--- src/rtl/digit_editor_pkg.sv ---
// Shared types for the digit editor: digit nibble, action codes and key-repeat states.
package digit_editor_pkg;

  typedef logic [3:0] digit_t;

  typedef enum logic [2:0] {
    ACT_NONE,
    ACT_LOAD,
    ACT_LEFT,
    ACT_RIGHT,
    ACT_UP,
    ACT_DOWN
  } action_t;

  typedef enum logic [1:0] {
    KS_IDLE,
    KS_DELAY,
    KS_RATE
  } key_state_t;

  function automatic int unsigned max_u(input int unsigned a, input int unsigned b);
    return (a > b) ? a : b;
  endfunction

endpackage

--- src/rtl/key_repeat.sv ---
// Turns a held level into a one-cycle pulse on press, then after REPEAT_DELAY,
// then every REPEAT_RATE cycles until release.
module key_repeat
  import digit_editor_pkg::*;
#(
  parameter int unsigned REPEAT_DELAY = 25_000_000,
  parameter int unsigned REPEAT_RATE  = 5_000_000
) (
  input  logic clk,
  input  logic resetn,
  input  logic level,
  output logic pulse
);

  localparam int unsigned CW = $clog2(max_u(REPEAT_DELAY, REPEAT_RATE) + 1);

  key_state_t    state, state_nxt;
  logic [CW-1:0] cnt, cnt_nxt;
  logic          pulse_nxt;

  always_ff @(posedge clk or negedge resetn) begin
    if (!resetn) begin
      state <= KS_IDLE;
      cnt   <= '0;
      pulse <= 1'b0;
    end else begin
      state <= state_nxt;
      cnt   <= cnt_nxt;
      pulse <= pulse_nxt;
    end
  end

  // cnt counts edges since the last pulse; any release drops back to idle
  always_comb begin
    state_nxt = state;
    cnt_nxt   = cnt;
    pulse_nxt = 1'b0;
    case (state)
      KS_IDLE: begin
        cnt_nxt = '0;
        if (level) begin
          state_nxt = KS_DELAY;
          pulse_nxt = 1'b1;
        end
      end
      KS_DELAY: begin
        if (!level) begin
          state_nxt = KS_IDLE;
          cnt_nxt   = '0;
        end else if (cnt == CW'(REPEAT_DELAY - 1)) begin
          state_nxt = KS_RATE;
          cnt_nxt   = '0;
          pulse_nxt = 1'b1;
        end else begin
          cnt_nxt = cnt + CW'(1);
        end
      end
      KS_RATE: begin
        if (!level) begin
          state_nxt = KS_IDLE;
          cnt_nxt   = '0;
        end else if (cnt == CW'(REPEAT_RATE - 1)) begin
          cnt_nxt   = '0;
          pulse_nxt = 1'b1;
        end else begin
          cnt_nxt = cnt + CW'(1);
        end
      end
      default: begin
        state_nxt = KS_IDLE;
        cnt_nxt   = '0;
      end
    endcase
  end

endmodule

--- src/rtl/digit_editor.sv ---
// Button-driven multi-digit editor with cursor, wrap/carry arithmetic and load.
// Optional cursor blinking is enabled with `define DIGIT_EDITOR_BLINK_EN.
module digit_editor
  import digit_editor_pkg::*;
#(
  parameter int unsigned NUM_DIGITS   = 8,
  parameter int unsigned RADIX        = 10,
  parameter int unsigned CARRY        = 0,
  parameter int unsigned REPEAT_DELAY = 25_000_000,
  parameter int unsigned REPEAT_RATE  = 5_000_000,
  parameter int unsigned BLINK_HALF   = 12_500_000
) (
  input  logic                          clk,
  input  logic                          resetn,
  input  logic                          up,
  input  logic                          down,
  input  logic                          left,
  input  logic                          right,
  input  logic                          load,
  input  logic [4*NUM_DIGITS-1:0]       load_value,
  output digit_t [NUM_DIGITS-1:0]       digits,
  output logic [$clog2(NUM_DIGITS)-1:0] cursor,
  output logic [NUM_DIGITS-1:0]         points,
  output logic                          changed
);

  localparam int unsigned CURW = $clog2(NUM_DIGITS);
  localparam digit_t      TOP  = digit_t'(RADIX - 1);

  logic up_p, down_p, left_p, right_p;

  key_repeat #(.REPEAT_DELAY(REPEAT_DELAY), .REPEAT_RATE(REPEAT_RATE))
    u_key_up    (.clk(clk), .resetn(resetn), .level(up),    .pulse(up_p));
  key_repeat #(.REPEAT_DELAY(REPEAT_DELAY), .REPEAT_RATE(REPEAT_RATE))
    u_key_down  (.clk(clk), .resetn(resetn), .level(down),  .pulse(down_p));
  key_repeat #(.REPEAT_DELAY(REPEAT_DELAY), .REPEAT_RATE(REPEAT_RATE))
    u_key_left  (.clk(clk), .resetn(resetn), .level(left),  .pulse(left_p));
  key_repeat #(.REPEAT_DELAY(REPEAT_DELAY), .REPEAT_RATE(REPEAT_RATE))
    u_key_right (.clk(clk), .resetn(resetn), .level(right), .pulse(right_p));

  action_t                 act;
  digit_t [NUM_DIGITS-1:0] digits_nxt;
  logic [CURW-1:0]         cursor_nxt;
  logic [NUM_DIGITS-1:0]   points_nxt;
  logic                    carry;
  logic                    mark_on;

  // One action per cycle; lower-priority pulses in the same cycle are lost
  always_comb begin
    act        = ACT_NONE;
    digits_nxt = digits;
    cursor_nxt = cursor;
    carry      = 1'b0;
    if      (load)    act = ACT_LOAD;
    else if (left_p)  act = ACT_LEFT;
    else if (right_p) act = ACT_RIGHT;
    else if (up_p)    act = ACT_UP;
    else if (down_p)  act = ACT_DOWN;
    case (act)
      ACT_LOAD: begin
        for (int i = 0; i < int'(NUM_DIGITS); i++) begin
          digits_nxt[i] = ({1'b0, load_value[4*i +: 4]} >= 5'(RADIX)) ? TOP
                                                                       : load_value[4*i +: 4];
        end
      end
      ACT_LEFT:  cursor_nxt = (cursor == CURW'(NUM_DIGITS - 1)) ? '0 : cursor + CURW'(1);
      ACT_RIGHT: cursor_nxt = (cursor == '0) ? CURW'(NUM_DIGITS - 1) : cursor - CURW'(1);
      ACT_UP, ACT_DOWN: begin
        // carry is only ever set at or above the cursor, so lower digits stay put
        for (int i = 0; i < int'(NUM_DIGITS); i++) begin
          if (cursor == CURW'(i) || carry) begin
            if (act == ACT_UP) begin
              if (digits[i] == TOP) begin
                digits_nxt[i] = '0;
                carry         = (CARRY != 0);
              end else begin
                digits_nxt[i] = digits[i] + digit_t'(1);
                carry         = 1'b0;
              end
            end else begin
              if (digits[i] == '0) begin
                digits_nxt[i] = TOP;
                carry         = (CARRY != 0);
              end else begin
                digits_nxt[i] = digits[i] - digit_t'(1);
                carry         = 1'b0;
              end
            end
          end
        end
      end
      default: ;
    endcase
  end

`ifdef DIGIT_EDITOR_BLINK_EN
  localparam int unsigned BW = $clog2(BLINK_HALF + 1);

  logic [BW-1:0] blink_cnt, blink_cnt_nxt;
  logic          blink_on, blink_on_nxt;

  // Square wave for the cursor marker, restarted in the on phase at every move
  always_comb begin
    blink_cnt_nxt = blink_cnt + BW'(1);
    blink_on_nxt  = blink_on;
    if (act == ACT_LEFT || act == ACT_RIGHT) begin
      blink_cnt_nxt = '0;
      blink_on_nxt  = 1'b1;
    end else if (blink_cnt == BW'(BLINK_HALF - 1)) begin
      blink_cnt_nxt = '0;
      blink_on_nxt  = ~blink_on;
    end
  end

  always_ff @(posedge clk or negedge resetn) begin
    if (!resetn) begin
      blink_cnt <= '0;
      blink_on  <= 1'b1;
    end else begin
      blink_cnt <= blink_cnt_nxt;
      blink_on  <= blink_on_nxt;
    end
  end

  assign mark_on = blink_on_nxt;
`else
  logic unused_blink;
  assign unused_blink = |BLINK_HALF;
  assign mark_on      = 1'b1;
`endif

  assign points_nxt = mark_on ? (NUM_DIGITS'(1) << cursor_nxt) : '0;

  always_ff @(posedge clk or negedge resetn) begin
    if (!resetn) begin
      digits  <= '0;
      cursor  <= '0;
      points  <= NUM_DIGITS'(1);
      changed <= 1'b0;
    end else begin
      digits  <= digits_nxt;
      cursor  <= cursor_nxt;
      points  <= points_nxt;
      changed <= (digits_nxt != digits);
    end
  end

endmodule

--- config.mk ---
export PLATFORM = sky130hd
export DESIGN_NAME = digit_editor
export DESIGN_NICKNAME = d
export VERILOG_FILES = /design/src/rtl/digit_editor_pkg.sv /design/src/rtl/key_repeat.sv /design/src/rtl/digit_editor.sv
export SDC_FILE = /design/constraint.sdc
export NUM_CORES = 1
export LEC_CHECK = 0
export CORE_ASPECT_RATIO = 0.8
export CORE_MARGIN = 4
export CORE_UTILIZATION = 35
export DETAILED_ROUTE_END_ITERATION = 12
export PLACE_DENSITY = 0.62
export SETUP_SLACK_MARGIN = 0.3
export SYNTH_ARGS = -nofsm -noshare
export SYNTH_HDL_FRONTEND = slang
export SYNTH_SLANG_ARGS = --single-unit
--- constraint.sdc ---
create_clock -name clk -period 2.6 [get_ports clk]
set_input_delay 0.78 -clock clk [delete_from_list [all_inputs] [get_ports clk]]
set_output_delay 0.78 -clock clk [all_outputs]
set_load 0.05 [all_outputs]
# After elaboration in Yosys (flattened, before gate mapping)
# Cells that the tools add are included.
# word_totals
ff_bits,156
mem_bits_ro,0
mem_bits_rw,0
inputBits,39
latch_bits,0
out_inout_bits,44
memories,0
wordCells,254
# op_classes
order_cmp,8
eq_ne,49
multipliers,0
div_mod_pow,0
n_mux,126
n_reduce_logical,25
bitwise,0
add_sub_neg,22
shift,1
# ops
cell,count
25-bit two-way mux,16
25-bit case mux with 2 select lines,4
4-bit two-way mux,40
"25-bit by 1-bit adder with 25-bit output, second input constant",4
"25-bit by 23-bit equality test with 1-bit output, second input constant",4
"25-bit equality test, second input constant",4
32-bit case mux with 2 select lines,1
1-bit two-way mux,33
"4-bit by 1-bit adder with 4-bit output, second input constant",8
"4-bit equality test, second input constant",8
"4-bit >= comparator, second input constant",8
4-bit zero test,8
2-bit two-way mux,16
32-bit != test,1
"4-bit by 1-bit subtractor with 4-bit output, second input constant",8
2-bit case mux with 3 select lines,4
3-bit two-way mux,7
"3-bit equality test, second input constant",6
"2-bit != test, second input constant",8
"3-bit by 2-bit equality test with 1-bit output, second input constant",4
"3-bit by 2-bit != test with 1-bit output, second input constant",4
1-bit case mux with 3 select lines,4
3-bit AND reduction,4
"2-bit by 1-bit equality test with 1-bit output, second input constant",4
other kinds (10),23

# Depth between registers and ports, before layout
# Gate-level depths: netlist of run 1.
# logic_depth
ltp_word,30
mapped_depth,11
depth_no_buf,10

# Modules after synthesis
# Synthesis of run 1 repeated with hierarchy kept, for this count alone.
# unflattened
cells_unflattened,1298
area_unflattened_um2,11148.2
# by_module_without_submodules
module,cells_each,area_each_um2,seq_area_each_um2,n_inst
digit_editor,665,4992.3,1102.3,1
key_repeat (u_key_down ...),159,1536.5,700.7,3
key_repeat (u_key_up),156,1546.5,700.7,1

# Least setup slack after synthesis of run 1
# No wires, ideal clock.
# synth_timing
path_kind,in2reg
from,in load
to,reg changed
path_stages,10
arrival_ns,2.705
setup_time_ns,0.143
n_path_buf,2
slack_ns,-0.248
t_required_ns,2.457
path_cell_list,buf_2 -> nor4b_4 -> buf_2 -> mux2i_1 -> nor3_1 -> nor4_2 -> o2111ai_1 -> or4_1 -> a21oi_1 -> o2111ai_1
# synth_via
elab_chain_len,6
elab_cells_between_ends,23
cone_classes,eq/ne (4); mux (18); reduce/logical (1)
# synth_lines
item,line_no,rtl
"start, declared",digit_editor.sv:19,"input logic load,"
3-bit two-way mux *,digit_editor.sv:54,if (load) act = ACT_LOAD;
3-bit equality test,"digit_editor.sv:59, digit_editor.sv:72",
4-bit two-way mux,digit_editor.sv:72,if (act == ACT_UP) begin
4-bit two-way mux,digit_editor.sv:71,if (cursor == CURW'(i) || carry) begin
32-bit case mux with 2 select lines *,digit_editor.sv:59,case (act)
32-bit != test *,digit_editor.sv:144,changed <= (digits_nxt != digits);
"end signal, assigned",digit_editor.sv:144,
"end, declared",digit_editor.sv:24,output logic changed
# Every way passes the cells marked *; elsewhere a longest branch is shown, timed or not.
# A chain may end at the register's enable or synchronous reset.

# Worst setup path after layout of run 1
# layout_timing
from,reg u_key_left.pulse
to,reg changed
# layout_via
elab_chain_len,7
elab_cells_between_ends,24
cone_classes,eq/ne (4); mux (19); reduce/logical (1)
# layout_lines
item,line_no,rtl
"start, declared",key_repeat.sv:12,output logic pulse
"start signal, assigned",key_repeat.sv:29,pulse <= pulse_nxt;
3-bit two-way mux *,digit_editor.sv:55,else if (left_p) act = ACT_LEFT;
3-bit two-way mux *,digit_editor.sv:54,
3-bit equality test,"digit_editor.sv:59, digit_editor.sv:72",
4-bit two-way mux,digit_editor.sv:72,
4-bit two-way mux,digit_editor.sv:71,
32-bit case mux with 2 select lines *,digit_editor.sv:59,
32-bit != test *,digit_editor.sv:144,
# Marks and branches as above.

==> run metrics, run 1 <==
fin. max-slew vios=0; total core area=29400 um2; Starting Density=0.356; HPWL Detailed=24.6 mm; total grt overflow=0; worst-path cell chain=or4b_4 -> buf_12 -> o211a_1 -> a31oi_1 -> o21ai_1 -> nor3_1 -> nand4_1 -> nor4_2 -> o2111ai_1; Largest delay share family, worst path=simple AND/OR/NAND/NOR gates; synthesized flop and latch total=about 160; Power, Total=10.7 mW; CP required=~2900 ps; area leader, netlist=dfrtp_1; row count=between 50 and 60; post-route minimum period=roughly 2700 ps; Setup-failing EPs final=1; violated checks=negative setup slack; routed wire length=between 30 and 40 mm; CP Launch Type=register; H-Tree Depth=4; cts bufs inserted=17; Hold Buf Count CTS=0; Seq/Total Area, Yosys=0.374; # DRC=0; critical path endpoint category=register; Cell Pwr Density=765 nW/um2; largest fanout on the critical path=13; Critical path buffers and inverters=1; Worst path max stage delay=a little over 600 ps; area fraction of the dominant cell type after synthesis=0.372; number of enable flip-flop cells after synthesis=0; Static Leak=5.81 nW; Synth Flop Type=dfrtp_1; Clock transition at path regs=70 ps; Port-buffer cells=82; final worst setup slack=-91.6 ps; synth warn=0; Die W=201 um; RSZ-0062 raised after global routing=yes; Max Cap Viol=0; CTS tree=done; Clk Latency, worst-skew pair=about 440 ps; Worst slew margin=0.414; Area Growth Syn to Fin=33.5%; Final Cycle Share=1.04; top-level I/O count=83; Syn Inst Count=between 1000 and 1500; n_diodes=0; status=finished with violations; share of cells above drive strength 1=0.212; post-route ant nets=0; first-pass GRT wire length=roughly 53 mm; drt pass-1 iters=5; fin util=0.475; Hold Vio Cnt, Final=0; post-DR vias/cell=between 5 and 6; fmax=~370 MHz; routed vias=about 10000; clock sink count=156; Synth area leaders=dfrtp_1, nor2_1, ha_1; slowest CP cell=or4b_4; Worst VDD drop=about 0.55 mV; largest net degree at the start of global routing=49; WS Path Type=register to register; DR WL/cell=between 15 and 20 um; CTS max path bufs=2; Clock Tree Root=clkbuf_16; nets=between 1500 and 2000; number of DRC markers in iteration 0=a little over 800; total nets after synthesis=roughly 1300; Die Y=roughly 160 um; Slew @ Worst Pin=around 860 ps; vias in the first global route=between 9000 and 10000; global placer's final weighted congestion=~1; GRT Overall Usage=0.198; Worst EP arrival=around 3000 ps; most frequent cells in the layout=nor2_1, buf_4, dfrtp_1; synthesized area per cell=approximately 8.3 um2; min-delay worst type=primary input to async pin; initial antenna violation count=0; post-synthesis instance area=~10000 um2; asr flop ratio synth=1.00; DIE AREA=32700 um2; Worst Skew=9.46 ps; Distinct cells, synth=75; final hold slack=~280 ps
## cell usage after synthesis (6+ instances only)
cell / instances
o21ai_1: 6
dfrtp_1: 155
buf_2: 9
nor2_1: 203
xor2_1: 51
xnor2_1: 53
a221oi_1: 7
nor4_1: 14
mux2i_1: 8
clkbuf_1: 34
nand2_1: 104
and2_1: 6
and4_1: 8
and3_1: 24
nand4_1: 42
a211oi_1: 14
ha_1: 53
nor3b_1: 12
nand3b_1: 8
o21bai_1: 7
a21oi_1: 71
nor3_1: 31
nor2b_1: 13
nand3_1: 68
a31oi_1: 14
nand2b_1: 17
nor4b_1: 7
inv_1: 57
o21ai_0: 47
o211ai_1: 7
or3_1: 8
## report_power, final
group	total, mW	internal [mW]	switching [mW]	leakage [nW]
clock network	2.70	1.55	1.15	0.303
logic	5.01	1.97	3.04	3.43
registers	2.95	2.68	0.261	2.07
## final timing paths
kind                                                     to                   startpoint  cells past startpoint  slack [ps]
worst min register to register  u_key_down.cnt[0]$_DFF_PN0_  u_key_down.cnt[0]$_DFF_PN0_                      1         490
worst max-delay path                      changed$_DFF_PN0_   u_key_left.pulse$_DFF_PN0_                      9         -90
worst max register to register            changed$_DFF_PN0_   u_key_left.pulse$_DFF_PN0_                      9         -90
max in group asynchronous              digits[30]$_DFF_PN0_                       resetn                      2        1620
worst min-delay path            u_key_down.cnt[9]$_DFF_PN0_                       resetn                      1         280
min in group clk                u_key_down.cnt[0]$_DFF_PN0_  u_key_down.cnt[0]$_DFF_PN0_                      1         490
## state kept, by name, summed over array words and instances, names as in the netlist, 3 cells and up
| signal | flops |
|---|---|
| digits | 32 |
| u_key_right.cnt | 25 |
| u_key_left.cnt | 25 |
| points | 8 |
| cursor | 3 |
| u_key_down.cnt | 25 |
| u_key_up.cnt | 25 |
## worst reg2reg max path, delay by kind of cell, from the launching register on
kind            cells  cell delay [ps]
flops               1              460
simple gates        4             1310
compound gates      4              580
buf+inv             1              190
## routing by layer
layer | part of all wire | track usage | up-vias
li1 | - | - | 4898
met1 | 0.47 | 0.288 | 4881
met2 | 0.45 | 0.304 | 300
met3 | 0.066 | 0.0430 | 35
met4 | 0.013 | 0.0453 | 0
met5 | 0 | 0 | -
## timing repair
action                                  CTS  global route
cloned                                    1             2
resized for setup                        91            58
buffers inserted                          7             7
pin swaps                                13            18
endpoints found under the setup margin   81            84
## per-stage QoR
step | std cells | instance area (um2) | setup slack, ps | TNS (ps)
after floorplan | 1254 | 10500 | -181 | -181
after global placement | 1822 | 12800 | -505 | -549
after detailed placement | 1822 | 12800 | -509 | -542
after CTS | 1862 | 13700 | -75.0 | -75.0
after global routing | 1871 | 13900 | -294 | -294
final | 1871 | 13900 | -91.6 | -91.6
## layout make-up
| cell class | instances | area (um2) |
|---|---|---|
| clock inverters | 15 | 204 |
| well taps | 377 | 472 |
| flip-flops and latches | 156 | 3910 |
| clock buffers | 17 | 425 |
| multi-input cells | 992 | 6510 |
| fillers | 2842 | 15400 |
| inverters | 58 | 218 |
| repair buffers | 256 | 2190 |
## cell families after synthesis
kind of cell	share of synthesized area
buffers and inverters	0.0403
and+or+nand+nor	0.278
AOI/OAI and AO/OA	0.147
DFF	0.374
muxes	0.00983
xor gates and xnor gates	0.0873
adders and majority gates	0.0635
Note: power is estimated with default switching activity, not from simulation.
==> inputs of run 2 (changes only) <==
CORE_ASPECT_RATIO = 0.75   (was 0.8)
PLACE_DENSITY = 0.61   (was 0.62)
SLEW_MARGIN = 20   (was default)
clock period = 3.3 ns   (was 2.6 ns; I/O delays follow)
==> run 2 against run 1 <==
The run now ends clean. Hold slack gained 210 ps. Clock skew decreased by 1.8 ps. Sequential cell count is the same. Setup slack better by 440 ps. Critical path depth increased by 1. Final area down 9.0%. Register-to-register slack better by 540 ps. Utilization shrank 4.1 points. Clock power is 30% lower. Cell count shrank 4.9%. Wire length down 4.6%. Clock-buffer cell count increased by 1. Largest cell class unchanged.
==> run metrics, run 2 (synthesized netlist as in run 1, its figures left out) <==
GRT Overall Usage=0.191; clock sink count=approximately 160; Hold Crit Start=u_key_left.cnt[0]$_DFF_PN0_; Die W=~210 um; cts bufs inserted=17; post-route minimum period=2950 ps; Switching Fraction=0.438; sequential share of power=0.323; CTS max path bufs=2; placed insts=1744; critical path endpoint category=register; most common cell after layout, fill and taps aside=nor2_1; hold endpoint=u_key_left.cnt[0]$_DFF_PN0_; # DRC=0; fin util=0.433; fmax=roughly 340 MHz; worst reg2reg path depth=9; Largest register FFs=32; n_diodes=0; RR Endpoint=changed$_DFF_PN0_; Internal=4.26 mW; Max Cap Viol=0; Post-Layout Cell Count=1779; routed wire length=31.3 mm; first-pass GRT wire length=50.5 mm; Setup-failing EPs final=0; Largest Register=digits; DIE AREA=32700 um2; Cell Pwr Density=598 nW/um2; Area Growth Syn to Fin=21.5%; fin. max-slew vios=0; largest fanout on the critical path=12; post-route ant nets=0; Reg2Reg Setup Slack=approximately 450 ps; global placer's final weighted congestion=approximately 0.95; Clock Tree Root=clkbuf_16; WS Path Type=primary input to register; Hold Buf Count CTS=0; Starting Density=0.357; post-DR vias/cell=around 5.4; routed vias=roughly 9700; nets=1466; Comb power frac=0.427; fin area=12700 um2; largest net degree at the start of global routing=61; vias in the first global route=approximately 9200; Worst slew margin=0.457; CP required=~3600 ps; most frequent cells in the layout=nor2_1, dfrtp_1, nand2_1; Port-buffer cells=slightly above 80; Power, Total=~7.6 mW; CP Launch Type=primary input; CTS tree=done; DR WL/cell=between 15 and 20 um; Clk Latency, worst-skew pair=~440 ps; share of cells above drive strength 1=0.0858; Clock power frac=0.250; HPWL Detailed=about 23 mm; Net Sw Power=3.32 mW; drt pass-1 iters=5; final hold slack=between 400 and 500 ps; min-delay worst type=register to register; Slew @ Worst Pin=811 ps; row count=54; Final Cycle Share=0.895; number of DRC markers in iteration 0=roughly 860; r2r startpoint=u_key_left.pulse$_DFF_PN0_; status=finished, final reports clean; Hold Vio Cnt, Final=0; Static Leak=a little over 5 nW; Area after DPL=12100 um2; Die Y=158 um; Worst VDD drop=approximately 0.45 mV; Worst Skew=approximately 7.7 ps; RSZ-0062 raised after global routing=yes; Hold Path Depth=1; H-Tree Depth=4; Worst EP arrival=3260 ps; Clock transition at path regs=roughly 70 ps; total core area=between 20000 and 30000 um2; top-level I/O count=between 80 and 90; total grt overflow=0; initial antenna violation count=1
## run 2: cell count changes in the layout (fill, tap and decap cells not counted), moves of 8 or more
cell / previous run / this run
buf_4: 176 / 62
clkbuf_2: 8 / 0
clkdlybuf4s50_1: 36 / 76
dlygate4sd2_1: 10 / 1
nor2_1: 176 / 203
nor2_4: 25 / 0
## run 2: layout make-up
type	instances	area, um2
Sequential cell	156	3910
Clock buffer	18	429
Timing Repair Buffer	149	1380
Multi-Input combinational cell	992	6130
Fill cell	2914	16600
Tap cell	392	490
Inverter	58	218
Clock inverter	14	129
## run 2: what timing repair did
item,4_1_cts,5_1_grt
setup endpoints to repair,1,4
setup buffers,0,3
resized for setup,1,7
pin swaps,0,4
cloned,0,0
## run 2: worst max-delay path by stage
stage	depth (start not counted)	to	from
after detailed placement	10	changed$_DFF_PN0_	load
final	10	changed$_DFF_PN0_	load
after CTS	1	digits[31]	digits[31]$_DFF_PN0_
after global routing	9	changed$_DFF_PN0_	load
after global placement	10	changed$_DFF_PN0_	load
after floorplan	10	changed$_DFF_PN0_	load
## run 2: worst max-delay path, stage by stage
cell and delay [ps]:
buf_2 110, or4b_4 590, buf_4 230, o211a_1 120
a31oi_1 210, o21ai_1 140, nor3_1 250, nand4_1 180
nor4_2 310, o2111ai_1 130
## run 2: per-layer routing
metal	GRT usage	up-vias	routed length [um]
li1	-	4679	-
met3	0.0504	38	2420
met1	0.288	4634	15500
met2	0.267	325	12800
met5	0	-	13
met4	0.0566	2	554
## run 2: metrics by stage
stage	setup slack [ps]	setup TNS (ps)
floorplan	309	0
global route	265	0
finish	346	0
global placement	0.293	0
detailed placement	-48.5	-48.5
CTS	302	0
## run 2: power by group through the flow
stage / Combinational, mW / Sequential [mW] / Clock (mW)
global route: 3.52 / 2.48 / 2.03
floorplan: 1.69 / 2.74 / 0
global placement: 3.15 / 2.48 / 0
detailed placement: 3.17 / 2.47 / 0
finish: 3.24 / 2.45 / 1.90
CTS: 3.18 / 2.44 / 1.95
==> inputs of run 3 (changes only) <==
CORE_ASPECT_RATIO = default   (was 0.75)
==> run 3 against run 2 <==
Critical path depth is 9 lower. First-iteration DRC count is 19% higher. Clock power is 5% higher. Sequential power hardly changed. Wire length is 0.93% higher. Utilization is 0.40 points higher. Setup slack better by 1.4 ps. Die area hardly changed. Largest power group unchanged.
==> run metrics, run 3 (synthesized netlist as in run 1, its figures left out) <==
status=finished, final reports clean; Largest delay share family, worst path=buffers and inverters; placed insts=about 1700; total core area=~29000 um2; first-pass GRT wire length=approximately 51 mm; GRT Overall Usage=0.189; DIE AREA=around 33000 um2; Static Leak=between 5 and 6 nW; # DRC=0; total grt overflow=0; Clock Tree Root=clkbuf_16; routed wire length=roughly 32 mm; Setup-failing EPs final=0; post-route ant nets=0; CP required=~2300 ps; Hold Buf Count CTS=0; Final Cycle Share=0.895; Worst VDD drop=between 0.3 and 0.4 mV; Critical path buffers and inverters=1; CTS max path bufs=2; Clock power frac=0.261; CP Launch Type=register; Max Cap Viol=0; nets=~1500; RSZ-0062 raised after global routing=yes; slowest CP cell=clkdlybuf4s50_1; vias in the first global route=between 9000 and 10000; Largest Register=digits; fmax=approximately 340 MHz; Worst path max stage delay=890 ps; Largest register FFs=32; Starting Density=0.359; share of cells above drive strength 1=0.0880; post-route minimum period=a little under 3000 ps; Area Growth Syn to Fin=21.9%; n_diodes=0; number of DRC markers in iteration 0=about 1000; Net Sw Power=3.32 mW; Worst EP arrival=approximately 2000 ps; CTS tree=done; Die W=181 um; largest fanout on the critical path=12; Power, Total=about 7.7 mW; largest net degree at the start of global routing=64; H-Tree Depth=4; top-level I/O count=83; min-delay worst type=register to register; Slew @ Worst Pin=a little over 600 ps; final hold slack=493 ps; Port-buffer cells=82; clock sink count=between 150 and 200; row count=a little over 60; cts bufs inserted=17; most frequent cells in the layout=nor2_1, dfrtp_1, nand2_1; Hold Vio Cnt, Final=0; fin util=0.437; global placer's final weighted congestion=0.971; Internal=approximately 4.4 mW; Worst slew margin=0.589; Die Y=approximately 180 um; drt pass-1 iters=5; Clock transition at path regs=approximately 70 ps; Worst Skew=approximately 11 ps; most common cell after layout, fill and taps aside=nor2_1; initial antenna violation count=0; DR WL/cell=17.8 um; Post-Layout Cell Count=approximately 1800; routed vias=about 9800; Cell Pwr Density=slightly above 600 nW/um2; fin. max-slew vios=0; HPWL Detailed=around 24 mm; Comb power frac=0.418; Switching Fraction=0.433; sequential share of power=0.322; setup tns final=0 ps; post-DR vias/cell=between 5 and 6; WS Path Type=register to primary output; worst-path cell chain=clkdlybuf4s50_1; critical path endpoint category=primary output; Clk Latency, worst-skew pair=approximately 430 ps
-- run 3: power by group through the flow --
stage / Combinational (mW) / Clock, mW / Sequential [mW]
3_3_place_gp: 3.13 / 0 / 2.50
6_report: 3.21 / 2.00 / 2.47
2_1_floorplan: 1.69 / 0 / 2.74
3_5_place_dp: 3.16 / 0 / 2.50
4_1_cts: 3.18 / 2.06 / 2.47
5_1_grt: 3.48 / 2.15 / 2.51
-- run 3: per-layer routing --
layer / routed length, um / global-route usage / vias up / part of all wire
met1: 14400 / 0.259 / 4685 / 0.46
met3: 2060 / 0.0432 / 59 / 0.065
met5: 0 / 0 / - / 0
met2: 14200 / 0.296 / 325 / 0.45
li1: - / - / 4683 / -
met4: 894 / 0.0644 / 0 / 0.028
-- run 3: path summary, 6_finish.rpt --
path                                        startpoint  depth (start not counted)                            end  slack (ps)
max                               digits[27]$_DFF_PN0_                          1                     digits[27]         350
min                        u_key_left.cnt[0]$_DFF_PN0_                          1    u_key_left.cnt[0]$_DFF_PN0_         490
max reg2reg                        digits[5]$_DFF_PN0_                          9              changed$_DFF_PN0_         400
min reg2reg                u_key_left.cnt[0]$_DFF_PN0_                          1    u_key_left.cnt[0]$_DFF_PN0_         490
max in group asynchronous                       resetn                          2           digits[18]$_DFF_PN0_        2000
min in group asynchronous                       resetn                          1  u_key_right.cnt[19]$_DFF_PN0_         550
-- run 3: timing repair --
action | in CTS | in global routing
endpoints found under the setup margin | 1 | 5
setup buffers | 0 | 3
gates resized for setup | 1 | 11
pin swaps | 0 | 7
-- run 3: final cells by class --
| cell class | count | area, um2 |
|---|---|---|
| Tap cell | 384 | 480 |
| Clock buffer | 17 | 425 |
| Timing Repair Buffer | 149 | 1370 |
| Inverter | 58 | 218 |
| Multi-Input combinational cell | 992 | 6140 |
| Clock inverter | 15 | 181 |
| Sequential cell | 156 | 3910 |
| Fill cell | 2904 | 16400 |
-- run 3: through the flow --
step / setup WS, ps / area (um2)
final: 347 / 12700
after global routing: 255 / 12700
after CTS: 310 / 12700
after detailed placement: -68.0 / 12100
after global placement: -80.0 / 12100
after floorplan: 309 / 10400
